<file path="src/rtl/sound_scheduler.sv">
// sound_scheduler: arbitrates one-cycle sound-event requests, keeps the ones
// not yet served in a sticky pending register, and plays short fixed melodies
// into the tone generator. Note and gap durations are counted in slowClk ticks.
module sound_scheduler #(
    parameter int NOTE_TICKS = 2,   // slowClk ticks per melody note (1..15)
    parameter int GAP_TICKS  = 1    // silent slowClk ticks after a melody (0..15)
) (
    input  logic       clk,
    input  logic       reset,
    input  logic [3:0] req,
    input  logic [1:0] gameState,
    input  logic       slowClk,
    output logic [3:0] tone,
    output logic       soundEnable,
    output logic       busy,
    output logic [1:0] activeEvent
);

    typedef enum logic [1:0] {
        IDLE = 2'd0,
        PLAY = 2'd1,
        GAP  = 2'd2
    } state_t;

    // Terminal counts. When GAP_TICKS is 0 the GAP state is never entered,
    // so the wrapped value of GAP_LAST is never used.
    localparam logic [3:0] NOTE_LAST = 4'(NOTE_TICKS - 1);
    localparam logic [3:0] GAP_LAST  = 4'(GAP_TICKS - 1);

    state_t     state_q, state_d;
    logic [3:0] pending_q, pending_d;
    logic [3:0] tick_q, tick_d;
    logic [1:0] note_q, note_d;
    logic [1:0] active_q, active_d;
    logic [3:0] tone_q, tone_d;
    logic       en_q, en_d;

    logic [3:0] cand;
    logic [1:0] grant_idx;
    logic       preempt;
    logic       grant;

    // Melody ROM: note number idx of event ev.
    function automatic logic [3:0] melody_note(input logic [1:0] ev, input logic [1:0] idx);
        logic [3:0] n;
        case ({ev, idx})
            4'b00_00: n = 4'd11;
            4'b00_01: n = 4'd5;
            4'b01_00: n = 4'd0;
            4'b01_01: n = 4'd7;
            4'b10_00: n = 4'd4;
            4'b10_01: n = 4'd11;
            4'b10_10: n = 4'd7;
            4'b11_00: n = 4'd9;
            default:  n = 4'd0;
        endcase
        return n;
    endfunction

    // Index of the last note of each melody.
    function automatic logic [1:0] melody_last(input logic [1:0] ev);
        logic [1:0] l;
        case (ev)
            2'd0:    l = 2'd1;
            2'd1:    l = 2'd1;
            2'd2:    l = 2'd2;
            default: l = 2'd0;
        endcase
        return l;
    endfunction

    // Fixed priority, lowest index wins.
    function automatic logic [1:0] pick(input logic [3:0] c);
        logic [1:0] g;
        if (c[0])      g = 2'd0;
        else if (c[1]) g = 2'd1;
        else if (c[2]) g = 2'd2;
        else           g = 2'd3;
        return g;
    endfunction

    // Events that strictly outrank event a.
    function automatic logic [3:0] higher_mask(input logic [1:0] a);
        logic [3:0] m;
        case (a)
            2'd0:    m = 4'b0000;
            2'd1:    m = 4'b0001;
            2'd2:    m = 4'b0011;
            default: m = 4'b0111;
        endcase
        return m;
    endfunction

    // Next-state, pending bookkeeping and registered output values.
    always_comb begin
        state_d   = state_q;
        pending_d = pending_q;
        tick_d    = tick_q;
        note_d    = note_q;
        active_d  = active_q;
        tone_d    = tone_q;
        en_d      = en_q;
        grant     = 1'b0;

        cand      = (gameState == 2'd1) ? (pending_q | req) : 4'b0000;
        grant_idx = pick(cand);
        preempt   = |(cand & higher_mask(active_q));

        if (gameState != 2'd1) begin
            // Outside active play everything is silenced and forgotten.
            state_d   = IDLE;
            pending_d = 4'b0000;
            tick_d    = 4'd0;
            note_d    = 2'd0;
            tone_d    = 4'd0;
            en_d      = 1'b0;
        end else begin
            pending_d = pending_q | req;
            case (state_q)
                IDLE: begin
                    en_d = 1'b0;
                    if (|cand) grant = 1'b1;
                end
                PLAY: begin
                    if (preempt) begin
                        grant = 1'b1;
                    end else if (slowClk) begin
                        if (tick_q == NOTE_LAST) begin
                            tick_d = 4'd0;
                            if (note_q == melody_last(active_q)) begin
                                en_d    = 1'b0;
                                state_d = (GAP_TICKS > 0) ? GAP : IDLE;
                            end else begin
                                note_d = note_q + 2'd1;
                                tone_d = melody_note(active_q, note_q + 2'd1);
                            end
                        end else begin
                            tick_d = tick_q + 4'd1;
                        end
                    end
                end
                GAP: begin
                    if (preempt) begin
                        grant = 1'b1;
                    end else if (slowClk) begin
                        if (tick_q == GAP_LAST) begin
                            tick_d  = 4'd0;
                            state_d = IDLE;
                        end else begin
                            tick_d = tick_q + 4'd1;
                        end
                    end
                end
                default: state_d = IDLE;
            endcase

            // A grant consumes both the pending bit and a same-cycle request.
            if (grant) begin
                pending_d[grant_idx] = 1'b0;
                active_d = grant_idx;
                note_d   = 2'd0;
                tick_d   = 4'd0;
                tone_d   = melody_note(grant_idx, 2'd0);
                en_d     = 1'b1;
                state_d  = PLAY;
            end
        end
    end

    // State and output registers, cleared asynchronously.
    always_ff @(posedge clk or posedge reset) begin
        if (reset) begin
            state_q   <= IDLE;
            pending_q <= 4'b0000;
            tick_q    <= 4'd0;
            note_q    <= 2'd0;
            active_q  <= 2'd0;
            tone_q    <= 4'd0;
            en_q      <= 1'b0;
        end else begin
            state_q   <= state_d;
            pending_q <= pending_d;
            tick_q    <= tick_d;
            note_q    <= note_d;
            active_q  <= active_d;
            tone_q    <= tone_d;
            en_q      <= en_d;
        end
    end

    assign tone        = tone_q;
    assign soundEnable = en_q;
    assign busy        = (state_q != IDLE);
    assign activeEvent = active_q;

endmodule

</file>
<file path="config.mk">
export PLATFORM = sky130hd
export DESIGN_NAME = sound_scheduler
export DESIGN_NICKNAME = d
export VERILOG_FILES = /design/src/rtl/sound_scheduler.sv
export SDC_FILE = /design/constraint.sdc
export NUM_CORES = 1
export LEC_CHECK = 0
export CORE_MARGIN = 5
export CORE_UTILIZATION = 58
export DETAILED_ROUTE_END_ITERATION = 10
export PLACE_DENSITY = 0.86
export SLEW_MARGIN = 0
export SYNTH_ARGS = -nofsm -noshare
export SYNTH_HDL_FRONTEND = slang
export SYNTH_SLANG_ARGS = --single-unit
</file>
<file path="constraint.sdc">
create_clock -name clk -period 5.5 [get_ports clk]
set_clock_uncertainty 0.15 [all_clocks]
set_input_delay 1.1 -clock clk [delete_from_list [all_inputs] [get_ports clk]]
set_output_delay 1.1 -clock clk [all_outputs]
set_load 0.02 [all_outputs]
</file>
==> qor.txt <==
Outcome = finished, final reports clean
CP dominant cell by count = nand2_1
Hold Vio Cnt, Final = 0
N_diodes = 0
Max stage delay on crit path = 600 ps
Syn_area_per_cell = 8.87 µm²
Synthesized area = 1260 µm²
Maximum vdd ir drop = 0.000116 V
CTS sink count = 19
RSZ-0062 raised after global routing = false
Seq/Total Area, Yosys = 37.7%
Hpwl dp = 2020 µm
Kind of critical path = input pin to flop
Clock Tree Buf Depth = 2
# Post-CTS Setup Buffers = 0
Worst hold path class = flop to flop
CP Capture Type = flop
Setup TNS = 0 ps
Crit-path max FO = 13
Routability Congestion = 0.866
Post-CTS Hold Buffers = 0
Pre-CTS setup slack = 1660 ps
Core area = 2020 µm²
Critical-path cell list = clkdlybuf4s50_1 -> nor4_4 -> a22oi_2 -> a21oi_2 -> nand2_1 -> or4_1 -> nand2_1
Area contributors post-synth = dfrtp_1, ha_1, nor2_1
Wire per inst = 14.4 µm
Via density = 5.98
Worst Max-Slew Pin Slew = 731 ps
Slew Limit Fails = 0
CTS Buf Count = 3
Number of global-route vias before repair = 1035
CP Launch Type = input pin
Cell taking the most area after synthesis = dfrtp_1
Port bufs = 16
Global-route met2 utilization = 29.5%
Fmax = 280 MHz
Seq cells post-synth = 19
I/O pin total = 17
Fin crit period = 3570 ps
# Max-Cap Violations = 0
WHS = 376 ps
GR Overflow Total = 0
Synthesized Nets = 160
Grt met1 use = 24.5%
Core Util, Final = 71.8%
Standard-cell rows = 16
Pwr/cell area = 207 nW/µm²
Number of fill cells = 158
Initial antenna violation count = 0
Cells after synthesis = 142
Die area = 3200 µm²
Drt drc = 0
Share of cells above drive strength 1 = 6.41%
Top-area cell type share of the netlist area = 37.7%
Crit path max-delay cell type = or4_1
Die H = 56.6 µm
Largest net degree at the start of global routing = 20
DR vias = 1095
Final Worst Setup Slack = 1930 ps
Clock latency on the worst-skew pair = 290 ps
Most common library cell in the layout ignoring fill and taps = dfrtp_1
Period utilisation layout = 64.9%
Total track usage = 18.0%
# H-tree levels = 1
Leakage = 0.622 nW
Commonest cells after routing, fill and taps aside = dfrtp_1, clkdlybuf4s50_1, nor2_1
Root Buffer Master = clkbuf_4
First-pass GRT wire length = 4670 µm
Antenna Violating Nets Remaining = 0
Starting Density = 62.3%
CTS clk-pin slew, worst paths = 110 ps
1st-iter DRT viols = 47
Synth-to-Final Area Change = 15.3%
CP required = 5580 ps
Yosys warning count = 0
WL final = 2630 µm
Worst slew margin = 51.2%
Grt peak-use layer = met2
Netlist cell types = 44
TritonCTS clock tree = built
Worst Path Arrival = 3650 ps
Nets@finish = 175
Final setup vio count = 0
CTS resizes = 0
First drt pass iteration count = 4
M3 GR Usage = 2.75%
DIE WIDTH = 56.6 µm
-- cell families after synthesis --
kind of cell | after synthesis | synth area share [%]
muxes | 4 | 3.18
adders and majority gates | 9 | 8.94
and+or+nand+nor | 53 | 22.1
xor gates and xnor gates | 3 | 2.09
DFF | 19 | 37.7
AOI/OAI and AO/OA | 38 | 20.8
buffers and inverters | 16 | 5.16
-- layout make-up --
class / count / area [µm²] / area share [%]
multi-input cells: 107 / 719 / 49.5
well taps: 27 / 33.8 / 2.33
clock buffers: 4 / 26.3 / 1.81
flip-flops and latches: 19 / 475 / 32.7
inverters: 10 / 37.5 / 2.58
repair buffers: 16 / 160 / 11.0
-- layer usage --
metal,share of wire (%),wire length (µm)
met2,50,1320
met3,4.0,105
met1,45,1190
met5,0,0
met4,0.57,15
-- synthesized netlist by cell type (all sizes together) --
library cell,n
dfrtp,19
a41oi,1
a21boi,2
a21oi,9
a22oi,1
a21o,3
o32a,1
a31o,1
a31oi,1
o21ai,12
or3b,1
and4,1
mux2i,4
o311ai,1
o22ai,1
nor2,15
o31ai,2
or3,2
ha,9
inv,10
buf,2
nor3,8
and2b,1
nor2b,2
o311a,1
a311oi,1
nand2b,3
xnor2,2
nor4,2
or4,2
clkbuf,4
o2111ai,1
nand2,11
nor3b,1
xor2,1
nand3,3
nand3b,1
-- report_power, final --
part / internal, mW / switching [mW]
combinational: 0.0328 / 0.0415
clock: 0.0282 / 0.0416
sequential: 0.147 / 0.0102
total: 0.207 / 0.0933
-- registers in the layout, summed over array words and instances, names as in the netlist --
signal and flops:
tick_q 4, tone 4, soundEnable 1, state_q 2, pending_q 4, note_q 2, activeEvent 2
-- through the flow --
stage	area (µm²)	std cells	total power [mW]
2_1_floorplan	1260	142	0.206
3_3_place_gp	1430	179	0.231
3_5_place_dp	1430	179	0.234
4_1_cts	1450	183	0.302
5_1_grt	1450	183	0.321
6_report	1450	183	0.301
-- worst max-delay path: cells and delay by family --
family | cells | cell delay (ps)
simple gates | 4 | 1430
buf+inv | 1 | 480
compound gates | 2 | 650
-- worst paths after layout --
path,cells past startpoint,to,slack [ps],from
max in group asynchronous,2,note_q[1]$_DFFE_PP0P_,3660,reset
setup / recovery,7,tick_q[3]$_DFFE_PP0P_,1930,req[1]
min in group asynchronous,2,pending_q[0]$_DFF_PP0_,1070,reset
hold reg to reg,2,soundEnable$_DFFE_PP0P_,380,soundEnable$_DFFE_PP0P_
hold / removal,2,soundEnable$_DFFE_PP0P_,380,soundEnable$_DFFE_PP0P_
setup reg to reg,7,tick_q[3]$_DFFE_PP0P_,2760,state_q[0]$_DFFE_PP0P_
No activity file was read; power rests on OpenSTA's default activity.
